File: src/rtl/wb_pkg.sv
// Shared types and sizing helpers for the Wishbone command sequencer.
package wb_pkg;

  localparam int unsigned CMD_ADDR_W = 32;
  localparam int unsigned CMD_DATA_W = 32;
  localparam int unsigned SEL_W      = CMD_DATA_W / 8;

  typedef enum logic [1:0] {
    StIdle,
    StBus,
    StResp
  } wb_state_e;

  typedef struct packed {
    logic                  we;
    logic [CMD_ADDR_W-1:0] adr;
    logic [CMD_DATA_W-1:0] dat;
    logic [SEL_W-1:0]      sel;
  } cmd_t;

  // Wait counter width; a zero timeout still needs a 1-bit counter to exist.
  function automatic int unsigned cnt_w(int unsigned timeout);
    return (timeout == 0) ? 1 : $clog2(timeout + 1);
  endfunction

endpackage

File: src/rtl/wb_cmd_fifo.sv
// Command FIFO; pointers carry an extra wrap bit to tell full from empty.
module wb_cmd_fifo import wb_pkg::*; #(
  parameter int unsigned Depth = 4
) (
  input  logic clk_i,
  input  logic rst_ni,
  input  logic push_i,
  input  cmd_t data_i,
  input  logic pop_i,
  output cmd_t data_o,
  output logic full_o,
  output logic empty_o
);

  localparam int unsigned AW = $clog2(Depth);

  cmd_t          mem_q [Depth];
  logic [AW:0]   wptr_q, rptr_q;
  logic          do_push, do_pop;

  assign do_push = push_i && !full_o;
  assign do_pop  = pop_i && !empty_o;

  always_ff @(posedge clk_i or negedge rst_ni) begin
    if (!rst_ni) begin
      wptr_q <= '0;
      rptr_q <= '0;
    end else begin
      if (do_push) wptr_q <= wptr_q + (AW + 1)'(1);
      if (do_pop)  rptr_q <= rptr_q + (AW + 1)'(1);
    end
  end

  always_ff @(posedge clk_i) begin
    if (do_push) mem_q[wptr_q[AW-1:0]] <= data_i;
  end

  assign empty_o = (wptr_q == rptr_q);
  assign full_o  = (wptr_q[AW] != rptr_q[AW]) && (wptr_q[AW-1:0] == rptr_q[AW-1:0]);
  assign data_o  = mem_q[rptr_q[AW-1:0]];

endmodule

File: src/rtl/wb_master_seq.sv
// Wishbone classic initiator: runs queued commands one at a time and returns
// read data / timeout status on a valid/ready response port.
module wb_master_seq import wb_pkg::*; #(
  parameter int unsigned ADDR_W    = CMD_ADDR_W,
  parameter int unsigned DATA_W    = CMD_DATA_W,
  parameter int unsigned CMD_DEPTH = 4,
  parameter int unsigned TIMEOUT   = 255
) (
  input  logic              wb_clk_i,
  input  logic              wb_rst_ni,
  input  logic              cmd_valid_i,
  output logic              cmd_ready_o,
  input  logic              cmd_we_i,
  input  logic [ADDR_W-1:0] cmd_adr_i,
  input  logic [DATA_W-1:0] cmd_dat_i,
  input  logic [DATA_W/8-1:0] cmd_sel_i,
  output logic              wbm_cyc_o,
  output logic              wbm_stb_o,
  output logic              wbm_we_o,
  output logic [DATA_W/8-1:0] wbm_sel_o,
  output logic [ADDR_W-1:0] wbm_adr_o,
  output logic [DATA_W-1:0] wbm_dat_o,
  input  logic [DATA_W-1:0] wbm_dat_i,
  input  logic              wbm_ack_i,
  output logic              rsp_valid_o,
  input  logic              rsp_ready_i,
  output logic [DATA_W-1:0] rsp_dat_o,
  output logic              rsp_timeout_o,
  output logic              busy_o
);

  localparam int unsigned CntW = cnt_w(TIMEOUT);

  cmd_t      push_cmd, head_cmd;
  logic      fifo_full, fifo_empty, pop;
  wb_state_e state_q, state_d;
  logic      cyc_q, cyc_d, we_q, we_d, rsp_valid_q, rsp_valid_d, rsp_to_q, rsp_to_d;
  logic [DATA_W/8-1:0] sel_q, sel_d;
  logic [ADDR_W-1:0]   adr_q, adr_d;
  logic [DATA_W-1:0]   dat_q, dat_d, rsp_dat_q, rsp_dat_d;
  logic [CntW-1:0]     cnt_q, cnt_d;

  assign push_cmd    = '{we: cmd_we_i, adr: cmd_adr_i, dat: cmd_dat_i, sel: cmd_sel_i};
  // Held low while in reset so nothing is offered into a FIFO being cleared.
  assign cmd_ready_o = wb_rst_ni && !fifo_full;

  wb_cmd_fifo #(
    .Depth (CMD_DEPTH)
  ) u_fifo (
    .clk_i   (wb_clk_i),
    .rst_ni  (wb_rst_ni),
    .push_i  (cmd_valid_i && cmd_ready_o),
    .data_i  (push_cmd),
    .pop_i   (pop),
    .data_o  (head_cmd),
    .full_o  (fifo_full),
    .empty_o (fifo_empty)
  );

  always_comb begin
    state_d     = state_q;
    pop         = 1'b0;
    cyc_d       = cyc_q;
    we_d        = we_q;
    sel_d       = sel_q;
    adr_d       = adr_q;
    dat_d       = dat_q;
    cnt_d       = cnt_q;
    rsp_valid_d = rsp_valid_q;
    rsp_dat_d   = rsp_dat_q;
    rsp_to_d    = rsp_to_q;
    case (state_q)
      StIdle: begin
        if (!fifo_empty) begin
          pop     = 1'b1;
          cyc_d   = 1'b1;
          we_d    = head_cmd.we;
          sel_d   = head_cmd.sel;
          adr_d   = head_cmd.adr;
          dat_d   = head_cmd.dat;
          cnt_d   = '0;
          state_d = StBus;
        end
      end
      StBus: begin
        // Ack takes priority over an expiring timeout in the same cycle.
        if (wbm_ack_i) begin
          cyc_d       = 1'b0;
          rsp_dat_d   = we_q ? '0 : wbm_dat_i;
          rsp_to_d    = 1'b0;
          rsp_valid_d = 1'b1;
          state_d     = StResp;
        end else if (TIMEOUT != 0 && cnt_q == CntW'(TIMEOUT - 1)) begin
          cyc_d       = 1'b0;
          rsp_dat_d   = '0;
          rsp_to_d    = 1'b1;
          rsp_valid_d = 1'b1;
          state_d     = StResp;
        end else if (cnt_q != '1) begin
          cnt_d = cnt_q + CntW'(1);
        end
      end
      StResp: begin
        if (rsp_ready_i) begin
          rsp_valid_d = 1'b0;
          state_d     = StIdle;
        end
      end
      default: state_d = StIdle;
    endcase
  end

  always_ff @(posedge wb_clk_i or negedge wb_rst_ni) begin
    if (!wb_rst_ni) begin
      state_q     <= StIdle;
      cyc_q       <= 1'b0;
      we_q        <= 1'b0;
      sel_q       <= '0;
      adr_q       <= '0;
      dat_q       <= '0;
      cnt_q       <= '0;
      rsp_valid_q <= 1'b0;
      rsp_dat_q   <= '0;
      rsp_to_q    <= 1'b0;
    end else begin
      state_q     <= state_d;
      cyc_q       <= cyc_d;
      we_q        <= we_d;
      sel_q       <= sel_d;
      adr_q       <= adr_d;
      dat_q       <= dat_d;
      cnt_q       <= cnt_d;
      rsp_valid_q <= rsp_valid_d;
      rsp_dat_q   <= rsp_dat_d;
      rsp_to_q    <= rsp_to_d;
    end
  end

  assign wbm_cyc_o     = cyc_q;
  assign wbm_stb_o     = cyc_q;
  assign wbm_we_o      = we_q;
  assign wbm_sel_o     = sel_q;
  assign wbm_adr_o     = adr_q;
  assign wbm_dat_o     = dat_q;
  assign rsp_valid_o   = rsp_valid_q;
  assign rsp_dat_o     = rsp_dat_q;
  assign rsp_timeout_o = rsp_to_q;
  assign busy_o        = (state_q != StIdle) || !fifo_empty;

endmodule

File: config.mk
export PLATFORM = sky130hd
export DESIGN_NAME = wb_master_seq
export DESIGN_NICKNAME = d
export VERILOG_FILES = /design/src/rtl/wb_pkg.sv /design/src/rtl/wb_cmd_fifo.sv /design/src/rtl/wb_master_seq.sv
export SDC_FILE = /design/constraint.sdc
export NUM_CORES = 1
export LEC_CHECK = 0
export CORE_MARGIN = 1
export CORE_UTILIZATION = 25
export CTS_CLUSTER_DIAMETER = 50
export DETAILED_ROUTE_END_ITERATION = 6
export PLACE_DENSITY = 0.53
export SLEW_MARGIN = 20
export SYNTH_ARGS = -nofsm -noshare
export SYNTH_HDL_FRONTEND = slang
export SYNTH_SLANG_ARGS = --single-unit
File: constraint.sdc
create_clock -name wb_clk_i -period 3.42 [get_ports wb_clk_i]
set_clock_uncertainty 0.1 [all_clocks]
set_input_delay 0.342 -clock wb_clk_i [delete_from_list [all_inputs] [get_ports wb_clk_i]]
set_output_delay 0.342 -clock wb_clk_i [all_outputs]
set_load 0.02 [all_outputs]
==> results.md, run 1 <==
* Final net count at 1045
* Port Buffer Count at 212
* Vias in the first global route at 8080
* Leakage power at 6.855 nW
* Wire length of the first global-routing pass at 49110 um
* Max-slew violation count at 0
* Data required time of the critical path at 2.98 ns
* Synth-to-Final Area Change at 32.18%
* Worst vdd ir at 0.8074 mV
* Number of diodes at 0
* Cell area after synthesis at 14780 um2
* Slew at the pin with the worst max-slew slack at 0.6906 ns
* Launching element type of the critical path: flip-flop
* Share of layout cells above drive strength 1 at 24.77%
* Dominant cells by area after synthesis: sky130_fd_sc_hd__edfxtp_1 56%, sky130_fd_sc_hd__dfrtp_1 20%, sky130_fd_sc_hd__mux4_2 11%
* Cell Area, Placed at 17900 um2
* Routability congestion estimate from global placement at 0.6900
* Later-pin clock latency in the skew report at 0.57 ns
* MaxCap Viol Count at 0
* Synthesis warning total at 0
* Number of placed instances, taps included at 1645
* Proportion of register bits with asynchronous set or reset after synthesis at 30.30%
* Clock sink count at 396
* Cell Rows at 88
* EDFF count, synth at 276
* Layout filler cell count at 5487
* Gates resized, CTS repair at 0
* Std-Cell Core Area at 58030 um2
* Router iterations before antenna repair at 4
* Violation count after the first detailed-routing iteration at 240
* Mean instance size in the synthesized netlist at 21.52 um2
* Syn Nets at 800
* Endpoint class of the critical path: output port
* Crit path time final at 2.845 ns
* CTS tree: done
* Via count at 7337
* Share of the synthesized area in the top cell type at 56.06%
* Area leader, netlist: sky130_fd_sc_hd__edfxtp_1
* Total I/O pin count at 213
* Number of storage elements in the synthesis netlist at 396
* Number of setup buffers added after CTS at 0
* Post-route fraction of the period consumed by the critical path at 83.17%
* Maximum fanout along the worst path at 4
* Global route overflow at 0
* H-tree depth at 2
* Die height at 245.2 um
* Fmax achieved at 0.3515 GHz
* Final standard cell area without fillers at 19540 um2
* Power density over cell area at 935.1 nW/um2
* Worst hold path class: in -> async
* Result of the run: finished clean
* Setup tns final at 0 ns
* Root Driver: sky130_fd_sc_hd__clkbuf_16
* Clk buf depth at 3
* Worst-case setup margin in the final layout at 0.5754 ns
* RSZ-0062 raised after global routing: no
* Fraction of the core area covered by cells at the end of the flow at 33.68%
* Number of buffers inserted during clock tree synthesis at 49
* Relative slew slack at 53.96%
* Pin count of the biggest net entering global routing at 72
* Sequential cell area fraction in the yosys report at 76.37%
* Prevailing post-synth register cell: sky130_fd_sc_hd__edfxtp_1
* Hold Fails Final Rpt at 0
* Number of cells on the worst reg-to-reg path at 5
* Non-filler instance count after layout at 1738
* Cells after synthesis at 687
* Worst EP arrival at 2.40 ns
* Detailed placement HPWL at 18110 um
* Post-detailed-routing wire length at 32080 um
* Routed len/inst at 18.46 um
* All-layer global routing usage at 10.80%
* Post-cts hold buffer count at 1
* Number of different library cells in the post-synthesis netlist at 43
* Initial standard-cell utilization of the core at 25.48%
* ANT nets after route at 0
* Type of the setup path with the least slack: reg -> out
* Flop-to-flop setup slack at 1.21 ns
* Start point of the critical path: u_fifo.rptr_q[0]
* DRC viols at 0
* Reg-to-reg startpoint: u_fifo.rptr_q[0]
* Initial antenna violation count at 1
* Die Span X at 245.2 um
* Endpoint of the most critical register-to-register path: u_fifo.mem_q[2][60]
* CTS clk-pin slew, worst paths at 0.06 ns
* Pre-CTS worst setup slack at 1.149 ns
* Number of failing setup endpoints in the final timing report at 0
* Ratio of routed vias to standard cells at 4.222
* Area enclosed by the die boundary at 60110 um2
==> logic make-up (layout without fill, tap and decap cells) <==
family	count (synthesis)	count (layout)	synth area share (%)
muxes	142	142	16.57
and+or+nand+nor	33	33	1.168
xor gates and xnor gates	8	8	0.5755
DFF	396	396	76.37
adders and majority gates	7	7	0.5924
AOI/OAI and AO/OA	59	59	3.284
buffers and inverters	42	328	1.439
==> flip-flops by register name, summed over array words and instances (netlist names) <==
signal and flops:
rsp_timeout_o 1, wbm_adr_o 32, wbm_dat_o 32, u_fifo.rptr_q 3, u_fifo.mem_q 276, wbm_we_o 1, rsp_dat_o 32, cnt_q 8
rsp_valid_o 1, wbm_cyc_o 1, state_q 2, u_fifo.wptr_q 3, wbm_sel_o 4
==> cells in the final DEF (no fill, tap or decap), types with 3 or more instances in the layout <==
master,netlist,layout
sky130_fd_sc_hd__buf_4,1,7
sky130_fd_sc_hd__clkinv_1,0,3
sky130_fd_sc_hd__clkbuf_16,0,51
sky130_fd_sc_hd__mux2_1,4,4
sky130_fd_sc_hd__xnor2_1,4,4
sky130_fd_sc_hd__nand2_1,6,6
sky130_fd_sc_hd__bufinv_16,0,4
sky130_fd_sc_hd__nor2_1,6,6
sky130_fd_sc_hd__buf_12,0,6
sky130_fd_sc_hd__clkdlybuf4s50_1,0,211
sky130_fd_sc_hd__clkinv_4,0,3
sky130_fd_sc_hd__edfxtp_1,276,276
sky130_fd_sc_hd__inv_1,10,9
sky130_fd_sc_hd__clkinvlp_4,0,3
sky130_fd_sc_hd__and3_4,0,3
sky130_fd_sc_hd__ha_1,7,7
sky130_fd_sc_hd__a21oi_1,3,3
sky130_fd_sc_hd__o211ai_1,4,4
sky130_fd_sc_hd__a21o_1,3,3
sky130_fd_sc_hd__mux4_2,69,69
sky130_fd_sc_hd__clkbuf_1,10,11
sky130_fd_sc_hd__nand3_1,5,5
sky130_fd_sc_hd__mux2_2,48,48
sky130_fd_sc_hd__a22o_1,33,33
sky130_fd_sc_hd__dfrtp_1,120,118
sky130_fd_sc_hd__nand4_1,3,3
sky130_fd_sc_hd__clkinv_2,0,7
sky130_fd_sc_hd__inv_6,0,6
sky130_fd_sc_hd__o21ai_0,3,3
sky130_fd_sc_hd__mux2_4,20,20
==> worst max-delay path by stage <==
| stage | to | slack, ns | cells after the start |
|---|---|---|---|
| after floorplan | u_fifo.mem_q[1][0] | 0.07 | 5 |
| after global placement | busy_o | 1.15 | 4 |
| after detailed placement | busy_o | 1.15 | 4 |
| after CTS | busy_o | 0.51 | 4 |
| after global routing | busy_o | 0.47 | 4 |
| final | busy_o | 0.58 | 4 |
==> cell usage after synthesis, types with 4 or more instances <==
cell	count
sky130_fd_sc_hd__mux2_4	20
sky130_fd_sc_hd__o211ai_1	4
sky130_fd_sc_hd__dfrtp_1	120
sky130_fd_sc_hd__mux4_2	69
sky130_fd_sc_hd__nand2_1	6
sky130_fd_sc_hd__nor2_1	6
sky130_fd_sc_hd__edfxtp_1	276
sky130_fd_sc_hd__ha_1	7
sky130_fd_sc_hd__buf_6	4
sky130_fd_sc_hd__clkbuf_1	10
sky130_fd_sc_hd__mux2_2	48
sky130_fd_sc_hd__mux2_1	4
sky130_fd_sc_hd__xnor2_1	4
sky130_fd_sc_hd__a22o_1	33
sky130_fd_sc_hd__nand3_1	5
sky130_fd_sc_hd__inv_1	10
sky130_fd_sc_hd__buf_2	17
==> metrics by stage <==
stage	hold slack [ns]	total power [mW]
global placement	0.2196	13.33
detailed placement	0.2171	13.40
CTS	0.1621	18.68
finish	0.1858	18.27
global route	0.2023	19.26
floorplan	-0.05359	10.95
==> worst max-delay path: stages (launching register included) <==
cell and delay (ns):
sky130_fd_sc_hd__dfrtp_4 0.50, sky130_fd_sc_hd__xnor2_2 0.29, sky130_fd_sc_hd__nand2_1 0.11, sky130_fd_sc_hd__or3_1 0.37, sky130_fd_sc_hd__clkdlybuf4s50_1 0.57
==> where the power goes <==
part | switching [mW] | internal [mW] | total, mW | leakage, nW
Sequential | 0.515 | 6.30 | 6.82 | 3.97
Clock | 2.02 | 3.11 | 5.13 | 0.797
Combinational | 3.03 | 3.30 | 6.32 | 2.09
Total | 5.56 | 12.7 | 18.3 | 6.86
==> metal layers <==
metal  vias to the layer above  track usage, %  part of all wire [%]
met2                       192           17.13                    46
met5                         -               0                 0.041
met4                         2           3.971                   2.5
met3                        61           2.821                   5.7
met1                      3811           14.15                    45
li1                       3271               -                     -
==> cell type report <==
type	count	area [um2]	area share [%]
flip-flops and latches	396	11300	57.82
well taps	765	957.2	4.898
clock inverters	28	290.3	1.485
clock buffers	64	1345	6.883
repair buffers	226	2306	11.80
inverters	10	40.04	0.2049
multi-input cells	249	3304	16.91
Power figures use the tool's default switching activity.
==> inputs of run 2 (changes only) <==
clock period = 2.4 ns   (was 3.42 ns; I/O delays follow)
==> run 2 against run 1 <==
Net effect: wire length up 4.4%; clock-buffer cell count is 1 lower; sequential share of layout area decreased by 1.1 points; clock power grew 56%; power up 48%; hold slack worse by 0.025 ns; via count rose by 1.8%; non-clock buffer count is 11 higher; register-to-register slack worse by 0.93 ns; flip-flop and latch count stayed put; critical path type unchanged.
==> results.md, run 2 (synthesis gave the netlist of run 1 again) <==
* Launching element type of the critical path: flip-flop
* Root Driver: sky130_fd_sc_hd__clkbuf_16
* Number of buffers inserted during clock tree synthesis at 53
* DRC viols at 0
* CTS tree: done
* Violation count after the first detailed-routing iteration at 279
* Max-slew violation count at 0
* Clk buf depth at 3
* Number of failing setup endpoints in the final timing report at 0
* Fraction of the core area covered by cells at the end of the flow at 34.35%
* Final net count at 1060
* Routability congestion estimate from global placement at 0.7125
* Min-Delay Endpoint: rsp_dat_o[12]
* Leakage power at 7.027 nW
* Later-pin clock latency in the skew report at 0.59 ns
* Fmax achieved at 0.4380 GHz
* Initial antenna violation count at 2
* Sequential Power Share at 36.0%
* Data required time of the critical path at 2.06 ns
* Net Sw Power at 8.357 mW
* P_int at 18.73 mW
* Wire length of the first global-routing pass at 50800 um
* Std-Cell Core Area at 58030 um2
* Switching part of the total power at 30.86%
* Initial standard-cell utilization of the core at 25.48%
* CTS clk-pin slew, worst paths at 0.06 ns
* Ratio of routed vias to standard cells at 4.252
* Reg-to-reg startpoint: u_fifo.rptr_q[1]
* Die height at 245.2 um
* Share of layout cells above drive strength 1 at 27.04%
* Hold Fails Final Rpt at 0
* Clk network pwr share at 29.5%
* Router iterations before antenna repair at 4
* Maximum fanout along the worst path at 3
* Vias in the first global route at 8040
* Routed len/inst at 19.06 um
* Number of cells on the worst reg-to-reg path at 6
* Result of the run: finished clean
* Endpoint class of the critical path: output port
* Global route overflow at 0
* Pre-CTS worst setup slack at 0.2369 ns
* Post-detailed-routing wire length at 33470 um
* Type of the setup path with the least slack: reg -> out
* Synth-to-Final Area Change at 34.82%
* Most frequent cells in the layout: 276 x sky130_fd_sc_hd__edfxtp_1, 209 x sky130_fd_sc_hd__clkdlybuf4s50_1, 117 x sky130_fd_sc_hd__dfrtp_1
* Max reg flops at 276
* Worst EP arrival at 1.94 ns
* Worst hold path startpoint: wbm_dat_i[12]
* Endpoint of the most critical register-to-register path: u_fifo.mem_q[2][35]
* Total I/O pin count at 213
* Port Buffer Count at 212
* Pin count of the biggest net entering global routing at 118
* Area enclosed by the die boundary at 60110 um2
* Post-route fraction of the period consumed by the critical path at 95.12%
* Via count at 7466
* Die Span X at 245.2 um
* Start point of the critical path: u_fifo.rptr_q[1]
* Fraction of power consumed by combinational cells at 34.5%
* Detailed placement HPWL at 18790 um
* Relative slew slack at 49.87%
* Worst-case setup margin in the final layout at 0.1171 ns
* All-layer global routing usage at 11.31%
* Crit path time final at 2.283 ns
* Cell Rows at 88
* Clock sink count at 396
* Flop-to-flop setup slack at 0.28 ns
* RSZ-0062 raised after global routing: no
* Most frequent standard cell in the layout excluding fill and tap cells: sky130_fd_sc_hd__edfxtp_1
* Worst hold path class: in -> reg
* Depth of the worst hold-timing path at 2
* Power density over cell area at 1359 nW/um2
* Worst vdd ir at 0.6732 mV
* ANT nets after route at 0
* MaxCap Viol Count at 0
* Number of diodes at 0
* Slew at the pin with the worst max-slew slack at 0.7519 ns
* H-tree depth at 2
## run 2: changes by cell type in the layout (fill, tap and decap cells not counted), sizes merged
cell	previous run	this run
bufinv	4	5
clkinv	13	14
dlygate4sd3	1	2
buf	14	26
clkbuf	64	63
clkinvlp	3	4
clkdlybuf4s50	211	209
inv	18	23
## run 2: worst max path at each step
stage | end | slack, ns | depth (start not counted)
2_1_floorplan | u_fifo.mem_q[0][0] | -0.10 | 5
3_3_place_gp | busy_o | 0.24 | 4
3_5_place_dp | busy_o | 0.24 | 4
4_1_cts | busy_o | 0.03 | 4
5_1_grt | busy_o | 0.003 | 4
6_report | busy_o | 0.12 | 4
## run 2: power groups by stage
stage          registers (mW)  logic (mW)  clock network (mW)
3_5_place_dp             9.91        9.51                   0
4_1_cts                  9.80        9.59                8.28
6_report                 9.76        9.34                7.99
3_3_place_gp             9.86        9.46                   0
2_1_floorplan            10.8        4.91                   0
5_1_grt                  9.95        10.1                8.53
## run 2: critical path: stages, from the launching register on
cell                      delay (ns)
sky130_fd_sc_hd__dfrtp_4        0.51
sky130_fd_sc_hd__xnor2_4        0.21
sky130_fd_sc_hd__nand2_1        0.10
sky130_fd_sc_hd__or3_1          0.36
sky130_fd_sc_hd__buf_2          0.18
## run 2: timing repair
action / CTS / global route
gates cloned: 0 / 0
resized for setup: 9 / 0
setup endpoints to repair: 2 / 1
pin swaps: 2 / 1
hold buffers: 2 / 0
hold endpoints to repair: 123 / 0
setup buffers: 3 / 0
## run 2: through the flow
stage / total power, mW / instance area, um2 / hold slack (ns) / std cells / setup TNS (ns)
after floorplan: 15.68 / 14830 / -0.1556 / 687 / -27.62
after global placement: 19.32 / 18080 / -0.04931 / 1652 / 0
after detailed placement: 19.42 / 18080 / -0.05136 / 1652 / 0
after CTS: 27.67 / 19930 / 0.1133 / 1756 / 0
after global routing: 28.55 / 19930 / 0.1211 / 1756 / 0
final: 27.09 / 19930 / 0.1604 / 1756 / 0
## run 2: layout make-up
cell class,instances,area [um2]
timing repair buffer,237,2481
inverter,10,41.29
multi-input combinational,249,3332
tap,765,957.2
fill,5477,38090
clock inverter,36,416.7
clock buffer,63,1404
sequential,396,11300
## run 2: per-layer routing
metal  track usage [%]  share of wire, %
met5                 0             0.063
met3             3.750               7.4
met4             3.732               2.9
met2             17.71                45
met1             14.67                44
